===== src/rtl/raiz_arbiter.sv =====
// Round-robin front end for a single shared raiz_16 square-root core.
// Grants one requester at a time, sequences the core, and returns the result to the owner.
module raiz_arbiter #(
  parameter int unsigned N_REQ   = 4,
  parameter int unsigned WIDTH   = 16,
  parameter int unsigned TIMEOUT = 64
) (
  input  logic                   clk,
  input  logic                   rst,
  input  logic [N_REQ-1:0]       in_req,
  input  logic [N_REQ*WIDTH-1:0] in_RR,
  output logic [N_REQ-1:0]       out_ack,
  output logic [N_REQ-1:0]       out_valid,
  output logic [WIDTH-1:0]       out_Q,
  output logic [WIDTH-1:0]       out_R,
  output logic                   out_err,
  output logic                   out_busy,
  output logic                   core_rst,
  output logic                   core_init,
  output logic [WIDTH-1:0]       core_RR,
  input  logic [WIDTH-1:0]       core_Q,
  input  logic [WIDTH-1:0]       core_R,
  input  logic                   core_DONE
);

  localparam int unsigned PW = (N_REQ > 1) ? $clog2(N_REQ) : 1;
  localparam int unsigned CW = $clog2(TIMEOUT + 1);

  typedef enum logic [2:0] {
    IDLE,
    START,
    RUN,
    ABORT,
    DELIVER
  } state_t;

  state_t           state;
  logic [PW-1:0]    ptr;
  logic [PW-1:0]    owner;
  logic [CW-1:0]    cnt;
  logic             grant_found;
  logic [PW-1:0]    grant_idx;
  logic [PW-1:0]    scan_idx;
  logic [WIDTH-1:0] operand [N_REQ];

  for (genvar g = 0; g < N_REQ; g++) begin : g_operand
    assign operand[g] = in_RR[g*WIDTH +: WIDTH];
  end

  // Scan starts at ptr and wraps, so the first hit is the round-robin winner.
  always_comb begin
    grant_found = 1'b0;
    grant_idx   = '0;
    scan_idx    = '0;
    for (int unsigned k = 0; k < N_REQ; k++) begin
      scan_idx = PW'((32'(ptr) + k) % N_REQ);
      if (!grant_found && in_req[scan_idx]) begin
        grant_found = 1'b1;
        grant_idx   = scan_idx;
      end
    end
  end

  always_ff @(posedge clk) begin
    if (rst) begin
      state     <= IDLE;
      ptr       <= '0;
      owner     <= '0;
      cnt       <= '0;
      out_ack   <= '0;
      out_valid <= '0;
      out_Q     <= '0;
      out_R     <= '0;
      out_err   <= 1'b0;
      out_busy  <= 1'b0;
      core_rst  <= 1'b1;
      core_init <= 1'b0;
      core_RR   <= '0;
    end else begin
      out_ack   <= '0;
      out_valid <= '0;
      core_init <= 1'b0;
      core_rst  <= 1'b0;
      case (state)
        IDLE: begin
          if (grant_found) begin
            state              <= START;
            owner              <= grant_idx;
            core_RR            <= operand[grant_idx];
            out_ack[grant_idx] <= 1'b1;
            core_init          <= 1'b1;
            out_busy           <= 1'b1;
            ptr                <= (32'(grant_idx) == N_REQ - 1) ? '0 : grant_idx + 1'b1;
          end
        end
        START: begin
          state <= RUN;
          cnt   <= '0;
        end
        RUN: begin
          cnt <= cnt + 1'b1;
          // cnt==0 is the first RUN cycle: DONE may still be left over from the previous op.
          if (core_DONE && (cnt != '0)) begin
            out_Q            <= core_Q;
            out_R            <= core_R;
            out_err          <= 1'b0;
            out_valid[owner] <= 1'b1;
            state            <= DELIVER;
          end else if (cnt == CW'(TIMEOUT - 1)) begin
            core_rst <= 1'b1;
            state    <= ABORT;
          end
        end
        ABORT: begin
          out_Q            <= '0;
          out_R            <= '0;
          out_err          <= 1'b1;
          out_valid[owner] <= 1'b1;
          state            <= DELIVER;
        end
        DELIVER: begin
          out_busy <= 1'b0;
          state    <= IDLE;
        end
        default: begin
          out_busy <= 1'b0;
          state    <= IDLE;
        end
      endcase
    end
  end

endmodule


===== config.mk =====
export PLATFORM = sky130hd
export DESIGN_NAME = raiz_arbiter
export DESIGN_NICKNAME = d
export VERILOG_FILES = /design/src/rtl/raiz_arbiter.sv
export SDC_FILE = /design/constraint.sdc
export NUM_CORES = 1
export LEC_CHECK = 0
export CAP_MARGIN = 10
export CORE_MARGIN = 2
export CORE_UTILIZATION = 40
export DETAILED_ROUTE_END_ITERATION = 6
export PLACE_DENSITY = 0.8
export SLEW_MARGIN = 0
export SYNTH_ARGS = -nofsm -noshare
export SYNTH_HDL_FRONTEND = slang
export SYNTH_SLANG_ARGS = --single-unit

===== constraint.sdc =====
create_clock -name clk -period 2.9 [get_ports clk]
set_clock_uncertainty 0.05 [all_clocks]
set_input_delay 0.29 -clock clk [delete_from_list [all_inputs] [get_ports clk]]
set_output_delay 0.29 -clock clk [all_outputs]
set_load 0.01 [all_outputs]

==> results of run 1 <==
[kinds of logic after synthesis]
logic type / synth area share [%]
buffers and inverters: 4.03
flip-flops: 45.4
AND/OR/NAND/NOR: 17.5
AO/OA/AOI/OAI: 21.5
adder cells (fa/ha/maj): 2.30
multiplexers: 9.24
[routing by layer]
metal / vias to the layer above / GRT usage (%)
li1: 1607 / -
met1: 1549 / 25.0
met2: 97 / 39.6
met3: 18 / 5.62
met4: 0 / 9.66
met5: - / 0
[through the flow]
stage               cells  total power [mW]  instance area, um^2
floorplan             356              1.50                 3260
global placement      598              1.83                 4930
detailed placement    598              1.84                 4930
CTS                   614              2.74                 5150
global route          614              2.85                 5150
finish                614              2.72                 5150
[worst max-delay path, delay by kind of cell (launching register included)]
kind,cells,cell delay [ps]
AO/OA/AOI/OAI,2,630
adder cells (fa/ha/maj),1,160
buffers and inverters,1,90
flip-flops,1,340
AND/OR/NAND/NOR,3,1080
[worst paths after layout]
kind,start,to,slack (ps),cells after the start
worst max-delay path,cnt[0],out_Q[8],420,7
worst min-delay path,rst,owner[1],330,2
worst max register to register,cnt[0],out_Q[8],420,7
worst min register to register,out_err,out_err,430,2
[where the power goes]
part / switching (mW) / leakage, nW / internal, mW / total [mW]
combinational: 0.308 / 1.19 / 0.366 / 0.674
sequential: 0.0599 / 0.602 / 1.09 / 1.15
clock: 0.403 / 0.110 / 0.490 / 0.894
total: 0.771 / 1.90 / 1.95 / 2.72
[synth_stat cells (2+ instances only)]
| cell type | n |
|---|---|
| dfxtp_1 | 74 |
| nor2_1 | 44 |
| a22oi_1 | 32 |
| mux2i_1 | 29 |
| nand2_1 | 25 |
| clkbuf_1 | 20 |
| a21oi_1 | 16 |
| nand3b_1 | 12 |
| o221ai_1 | 12 |
| o21ai_1 | 7 |
| buf_2 | 6 |
| ha_1 | 6 |
| and2_1 | 5 |
| o21ai_0 | 5 |
| a2111o_1 | 4 |
| and3_1 | 4 |
| inv_1 | 4 |
| nand2b_1 | 4 |
| nand3_1 | 4 |
| nor3_1 | 4 |
| o211ai_1 | 4 |
| inv_2 | 3 |
| a21o_1 | 2 |
| a2bb2oi_1 | 2 |
| nand4_1 | 2 |
| nor3b_1 | 2 |
| o22ai_1 | 2 |
| or2_1 | 2 |
| or3_1 | 2 |
[cell usage in the layout, fill, tap and decap left out, drive strengths merged, types with 2 or more instances in the layout]
master / count
a2111o: 4
ha: 6
nand4: 2
nand3b: 12
o221ai: 12
and2: 5
nor3b: 2
nor2: 45
a21oi: 16
inv: 9
or3: 2
o22ai: 2
a2bb2oi: 2
o21ai: 13
nor3: 4
clkbuf: 9
clkinv: 2
bufinv: 2
buf: 5
dfxtp: 74
nand2: 25
nand2b: 4
a21o: 2
or2: 2
clkdlybuf4s50: 161
mux2i: 29
a22oi: 32
o211ai: 4
and3: 4
a211oi: 2
nand3: 4
[sequential cells by signal (all words and copies together), names as in the netlist]
| signal | count |
|---|---|
| cnt | 7 |
| core_RR | 16 |
| core_init | 1 |
| core_rst | 1 |
| out_Q | 16 |
| out_R | 16 |
| out_ack | 4 |
| out_busy | 1 |
| out_err | 1 |
| out_valid | 4 |
| owner | 2 |
| ptr | 2 |
| state | 3 |
[area by class of cell]
| type | count | area share [%] |
|---|---|---|
| clock buffers | 9 | 2.40 |
| clock inverters | 7 | 1.92 |
| inverters | 7 | 0.510 |
| multi-input cells | 249 | 32.0 |
| flip-flops and latches | 74 | 28.7 |
| well taps | 102 | 2.48 |
| repair buffers | 166 | 31.9 |
==> flow_metrics.py, run 1 <==
metrics = {
    "layout": {
        "area_delta_synth_final_pct": 58.0,
        "drive_above_1_share_pct": 5.66,
        "seqCellArea_mm2": 0.00148,
        "nets": 616,
        "final_util_pct": 66.0,
        "fillers": 649,
        "multiInputGateArea_mm2": 0.00165,
        "antenna_cells": 0,
    },
    "setup_path": {
        "cp-start-kind": "flop",
        "critPathMaxStageDelay_ps": 580,
        "arrival_ps": 2650,
        "crit_type": "flop to flop",
        "cp_cell_sequence": "inv_1 -> ha_1 -> or4b_1 -> o31a_1 -> and3_1 -> a22oi_1 -> nor2_1",
        "cp-end-kind": "flop",
        "required_ps": 3070,
        "crit_path_max_fanout": 33,
        "cp_slowest_cell": "and3_1",
    },
    "yosys": {
        "yosysSeqAreaShare_pct": 45.4,
        "syn-instance-count": 356,
        "synth_top_area_share_pct": 45.4,
        "netlist_top_cells_area": "dfxtp_1 45%, mux2i_1 8.9%, a22oi_1 7.4%",
        "ys.warnings.count": 0,
        "synthFlopType": "dfxtp_1",
        "async_reset_ff_share_pct": 0,
        "ys_types": 47,
        "ys_ff_latch": 74,
        "avgSynthCellArea_um2": 9.16,
        "synth-edff-count": 0,
        "synth_area_mm2": 0.00326,
        "synth.largest_area_cell": "dfxtp_1",
        "syn_nets": 465,
    },
    "route": {
        "viasPerCell": 5.33,
        "vias": 3271,
        "wl_met3_um": 501,
        "wire_per_inst_um": 15.8,
        "firstDrtPassIters": 4,
        "drt_iter0_markers": 160,
        "wl_mm": 9.68,
        "drt-met1-wl_mm": 3.84,
        "route.detailed.drc": 0,
        "met2WireLength_mm": 5.10,
        "antenna_left": 0,
        "top_layer": "met4",
    },
    "grt": {
        "track_usage_pct": 22.2,
        "antenna_found_initial": 0,
        "grt_first_pass_wirelength_mm": 15.6,
        "grt-ovfl-total": 0,
        "grt_max_degree": 48,
        "grt_pass1_vias": 3325,
    },
    "clock_tree": {
        "insertion_delay_ps": 340,
        "htree_levels": 3,
        "tritoncts": "done",
        "cts_setup_buffers": 0,
        "clock_sinks": 74,
        "clock_path_buffers": 2,
        "numCtsBuffers": 9,
        "clk_pin_slew_worst_paths_ps": 90,
        "cts_resized": 0,
        "cts-root-buf": "clkbuf_8",
        "cts-hold-fix-buffers": 0,
    },
    "die": {
        "dieArea_mm2": 0.00889,
        "fp-row-count": 32,
        "start_util_pct": 41.8,
        "io_pins": 163,
        "core_area_mm2": 0.00781,
        "die_w_um": 94.3,
        "dieHeight_um": 94.3,
    },
    "sta": {
        "min_period_over_period_pct": 85.6,
        "holdWs_ps": 325,
        "setup-violations-final": 0,
        "fin_tns_setup_ps": 0,
        "fin_ws_ps": 417,
        "fmax_mhz": 403,
        "max_slew_margin_pct": 21.8,
        "rsz0062_at_grt": "no",
        "final_hold_viol_count": 0,
        "drv_slew": 0,
        "finalCriticalPeriod_ps": 2480,
        "tightest_slew_ps": 1170,
    },
    "min_path": {
        "min_path_type": "input port to flop",
    },
    "placement": {
        "dpl.hpwl_mm": 6.99,
        "port-buffer-count": 162,
        "place_ws_ps": 400,
        "routabilityCongestion": 0.881,
    },
    "outcome": {
        "status": "finished, final reports clean",
    },
    "power_and_ir_drop": {
        "leakage_nw": 1.90,
        "p_per_area_mw_per_mm2": 528,
        "ir_worst_vdd_mv": 0.247,
    },
    "job": {
        "maxCapViolCount": 0,
    },
}
Power figures use the tool's default switching activity.
==> inputs of run 2 (changes only) <==
--- a/config.mk
+++ b/config.mk
@@ -5,10 +5,10 @@
 export SDC_FILE = /design/constraint.sdc
 export NUM_CORES = 1
 export LEC_CHECK = 0
-export CAP_MARGIN = 10
 export CORE_MARGIN = 2
 export CORE_UTILIZATION = 40
 export DETAILED_ROUTE_END_ITERATION = 6
+export MAX_ROUTING_LAYER = met4
 export PLACE_DENSITY = 0.8
 export SLEW_MARGIN = 0
 export SYNTH_ARGS = -nofsm -noshare
==> run 2 against run 1 <==
Compared with the run above: clock power barely moved; global-route usage rose by 0.75 points; via count about the same; flip-flop and latch count did not move; worst setup slack improved by 2.6 ps; first-iteration DRC count decreased by 8.8%; non-clock buffer count stayed put; hold slack better by 7.3 ps; final cell count is the same; sequential power hardly changed; register-to-register slack barely moved; die area unchanged.
==> flow_metrics.py, run 2 (synthesized netlist as in run 1, its figures left out) <==
metrics = {
    "die": {
        "start_util_pct": 41.8,
        "dieHeight_um": 94.3,
        "fp-row-count": 32,
        "die_w_um": 94.3,
        "core_area_mm2": 0.00781,
        "io_pins": 163,
        "dieArea_mm2": 0.00889,
    },
    "sta": {
        "holdWs_ps": 332,
        "min_period_over_period_pct": 85.5,
        "setup-violations-final": 0,
        "drv_slew": 0,
        "fin_tns_setup_ps": 0,
        "tightest_slew_ps": 1170,
        "rsz0062_at_grt": "no",
        "final_hold_viol_count": 0,
        "fin_ws_ps": 420,
        "finalCriticalPeriod_ps": 2480,
        "max_slew_margin_pct": 22.2,
        "fmax_mhz": 403,
    },
    "clock_tree": {
        "tritoncts": "done",
        "numCtsBuffers": 9,
        "insertion_delay_ps": 340,
        "clock_sinks": 74,
        "cts-hold-fix-buffers": 0,
        "cts_resized": 0,
        "cts_setup_buffers": 0,
        "htree_levels": 3,
        "clk_pin_slew_worst_paths_ps": 90,
        "clock_path_buffers": 2,
        "cts-root-buf": "clkbuf_8",
    },
    "grt": {
        "grt-ovfl-total": 0,
        "antenna_found_initial": 0,
        "grt_first_pass_wirelength_mm": 15.6,
        "track_usage_pct": 23.0,
        "grt_max_degree": 48,
        "grt_pass1_vias": 3319,
    },
    "route": {
        "drt_iter0_markers": 146,
        "viasPerCell": 5.33,
        "firstDrtPassIters": 5,
        "antenna_left": 0,
        "vias": 3273,
        "route.detailed.drc": 0,
        "wire_per_inst_um": 15.7,
        "wl_mm": 9.65,
    },
    "setup_path": {
        "required_ps": 3070,
        "r2r-start": "cnt[0]",
        "cp-end-kind": "flop",
        "cp-start-kind": "flop",
        "setup.worst_path.start": "cnt[0]",
        "crit_type": "flop to flop",
        "arrival_ps": 2650,
        "crit_path_max_fanout": 33,
    },
    "min_path": {
        "min_from": "rst",
        "min_path_type": "input port to flop",
    },
    "layout": {
        "final_common_cell": "clkdlybuf4s50_1",
        "final_cell_mix": "161 x clkdlybuf4s50_1, 74 x dfxtp_1, 44 x nor2_1",
        "area_delta_synth_final_pct": 58.0,
        "top_regs": "core_RR (16), out_Q (16), out_R (16)",
        "fillers": 649,
        "drive_above_1_share_pct": 5.66,
        "finalNonFillerCells": 614,
        "final_util_pct": 66.0,
        "nets": 616,
        "antenna_cells": 0,
    },
    "job": {
        "maxCapViolCount": 0,
    },
    "placement": {
        "port-buffer-count": 162,
        "dp_cells": 598,
        "routabilityCongestion": 0.895,
        "dpl.hpwl_mm": 6.99,
        "place_ws_ps": 400,
    },
    "power_and_ir_drop": {
        "ir_worst_vdd_mv": 0.247,
        "p_per_area_mw_per_mm2": 527,
        "leakage_nw": 1.90,
    },
    "outcome": {
        "status": "finished, final reports clean",
    },
}
[run 2: cell counts in the layout (fill, tap and decap cells not counted)]
No cell type changed its count.
[run 2: metal layers]
| layer | up-vias | GRT usage, % | routed length [um] |
|---|---|---|---|
| met1 | 1538 | 25.8 | 3890 |
| met2 | 106 | 39.5 | 5040 |
| met4 | 0 | 9.66 | 250 |
| met5 | - | - | 0 |
| met3 | 20 | 4.82 | 472 |
| li1 | 1609 | - | - |
[run 2: final cells by class]
| cell class | instances | area [um^2] | area share [%] |
|---|---|---|---|
| timing repair buffer | 166 | 1650 | 31.9 |
| tap | 102 | 128 | 2.48 |
| sequential | 74 | 1480 | 28.7 |
| inverter | 7 | 26.3 | 0.510 |
| clock buffer | 9 | 124 | 2.40 |
| clock inverter | 7 | 98.8 | 1.92 |
| multi-input combinational | 249 | 1650 | 32.0 |
[run 2: worst max-delay path, stage by stage, from the launching register on]
cell     delay (ps)
dfxtp_1         340
inv_1            90
ha_1            150
or4b_1          430
o31a_1          310
and3_1          580
a22oi_1         330
nor2_1           70
[run 2: report_power, final]
part,switching [mW],internal [mW]
Combinational,0.307,0.366
Clock,0.404,0.490
Sequential,0.0597,1.09
Total,0.770,1.95
[run 2: path summary, 6_finish.rpt]
path | slack, ps | to | depth (start not counted)
hold / removal | 330 | owner[1] | 2
hold reg to reg | 430 | out_err | 2
setup reg to reg | 420 | out_Q[8] | 7
setup / recovery | 420 | out_Q[8] | 7
[run 2: stage by stage]
step           total power [mW]  instance area [um^2]
2_1_floorplan              1.50                  3260
3_3_place_gp               1.83                  4930
3_5_place_dp               1.84                  4930
4_1_cts                    2.74                  5150
5_1_grt                    2.85                  5150
6_report                   2.72                  5150
==> inputs of run 3 (changes only) <==
--- a/config.mk
+++ b/config.mk
@@ -10,7 +10,7 @@
 export DETAILED_ROUTE_END_ITERATION = 6
 export MAX_ROUTING_LAYER = met4
 export PLACE_DENSITY = 0.8
-export SLEW_MARGIN = 0
+export SLEW_MARGIN = 10
 export SYNTH_ARGS = -nofsm -noshare
 export SYNTH_HDL_FRONTEND = slang
 export SYNTH_SLANG_ARGS = --single-unit
==> results of run 3 <==
The final DEF is identical to that of run 2; final timing and power are the same.
==> patch, RTL diff (flow settings as in run 1) <==
Change the parameter `WIDTH` from 16 to 32.
--- a/src/rtl/raiz_arbiter.sv
+++ b/src/rtl/raiz_arbiter.sv
@@ -3,5 +3,5 @@
 module raiz_arbiter #(
   parameter int unsigned N_REQ   = 4,
-  parameter int unsigned WIDTH   = 16,
+  parameter int unsigned WIDTH   = 32,
   parameter int unsigned TIMEOUT = 64
 ) (
Ports: changed (6 resized); port bits go from 163 to 307. No check against the original RTL was run, so the function may have changed too.
==> patch against run 1 <==
- cell area rose by 69%
- power rose by 94%
- area after synthesis rose by 52%
- worst setup slack improved by 14 ps
- sequential cell count rose by 48
- routed wire length rose by 84%
- synthesized cell count rose by 31%
- fmax rose by 0.59%
- global-route usage rose by 3.9 points
==> patch: results (changes against run 1) <==
Data arrival, critical path -> 2770 ps (+120 ps)
1st-iter DRT viols -> 380 (+140%)
Met3 GRT Util -> 0.0944 (+0.0382)
Ranking of synthesized cells by area -> dfxtp_1, mux2i_1, a22o_1
Via count -> 5,015 (+53%)
H-tree Lvls -> 4 (+1)
Main synth FF type -> dfxtp_1
Largest regs -> core_RR: 32 flops, out_Q: 32 flops, out_R: 32 flops
Critical path fanouts, max -> 56 (+70%)
Share of layout cells above drive strength 1 -> 0.0668 (+0.0101)
Clk_lat worst skew -> 410 ps (+70 ps)
Root Buffer Master -> clkbuf_16
Hold Crit Class -> reg -> reg
Status -> finished, final reports clean
Detail Placement HPWL -> 13,500 µm (+93%)
P_leak -> 0.00350 µW (+84%)
Slew @ Worst Pin -> 562 ps (-611 ps)
GR Layer Usage met1 -> 0.272 (+0.0227)
Post-layout total power -> 5270 µW (+94%)
Filler cell count -> 855 (+32%)
RePlAce Congestion -> 0.853 (-3.1%)
Num CTS Buffers -> 17 (+8)
Aggregate global-route resource usage -> 0.261 (+0.0387)
Post-Route WL -> 17,800 µm (+84%)
GR Util met2 -> 0.455 (+0.0587)
Number of port buffers -> 306 (+89%)
Sequential fraction of the synthesis area -> 0.493 (+0.0393)
Largest net degree at the start of global routing -> 65 (+35%)
First-pass GRT wire length -> 26,300 µm (+69%)
Max VDD drop -> 0.000431 V (+74%)
Top cells by count, synth -> dfxtp_1, mux2i_1, a22o_1, nand2_1, o221ai_1
==> patch: layout make-up <==
cell class              instances  share of cell area
clock buffers                  23              0.0561
clock inverters                 9             0.00805
inverters                       6             0.00273
multi-input cells             301               0.263
flip-flops and latches        122               0.281
well taps                     168              0.0242
repair buffers                318               0.365
==> patch: cells by family (layout without fill, tap and decap cells) <==
logic type / count (synthesis) / in the layout / share of synthesized area
AO/OA/AOI/OAI: 131 / 131 / 0.218
multiplexers: 66 / 66 / 0.134
buffers and inverters: 42 / 356 / 0.0463
flip-flops: 122 / 122 / 0.493
adder cells (fa/ha/maj): 6 / 6 / 0.0152
AND/OR/NAND/NOR: 98 / 98 / 0.0938
==> patch: power breakdown <==
group,internal [µW],leakage (µW),switching [µW]
clock network,1250,0.000286,722
registers,1840,0.000992,117
logic,763,0.00223,581
total,3850,0.00350,1420
==> patch: worst paths after layout <==
check / end / start / slack, ps / cells after the start
worst min-delay path: core_RR[4] / core_RR[4] / 410 / 2
worst max-delay path: out_R[15] / cnt[0] / 430 / 8
worst min register to register: core_RR[4] / core_RR[4] / 410 / 2
worst max register to register: out_R[15] / cnt[0] / 430 / 8
==> patch: routing by layer <==
layer,routed length [µm],share of wire
met1,6390,0.36
met5,0,0
met3,1670,0.094
met2,8890,0.50
met4,820,0.046
==> patch: per-stage QoR <==
stage | setup WS [ps] | hold WS, ps | instances | util | instance area, µm²
5_1_grt | 305 | 415 | 947 | 0.721 | 8700
2_1_floorplan | 758 | 320 | 465 | - | 4950
4_1_cts | 419 | 413 | 947 | 0.721 | 8700
3_3_place_gp | 421 | 395 | 915 | 0.675 | 8140
6_report | 431 | 415 | 947 | 0.721 | 8700
3_5_place_dp | 410 | 398 | 915 | 0.675 | 8140
==> patch: critical path: stages (launching register included) <==
cell and delay [ps]:
dfxtp_1 330, inv_1 100, ha_1 140, or4b_4 470, o31ai_4 300, a211o_2 230
and2b_2 280, buf_12 280, a22o_1 190
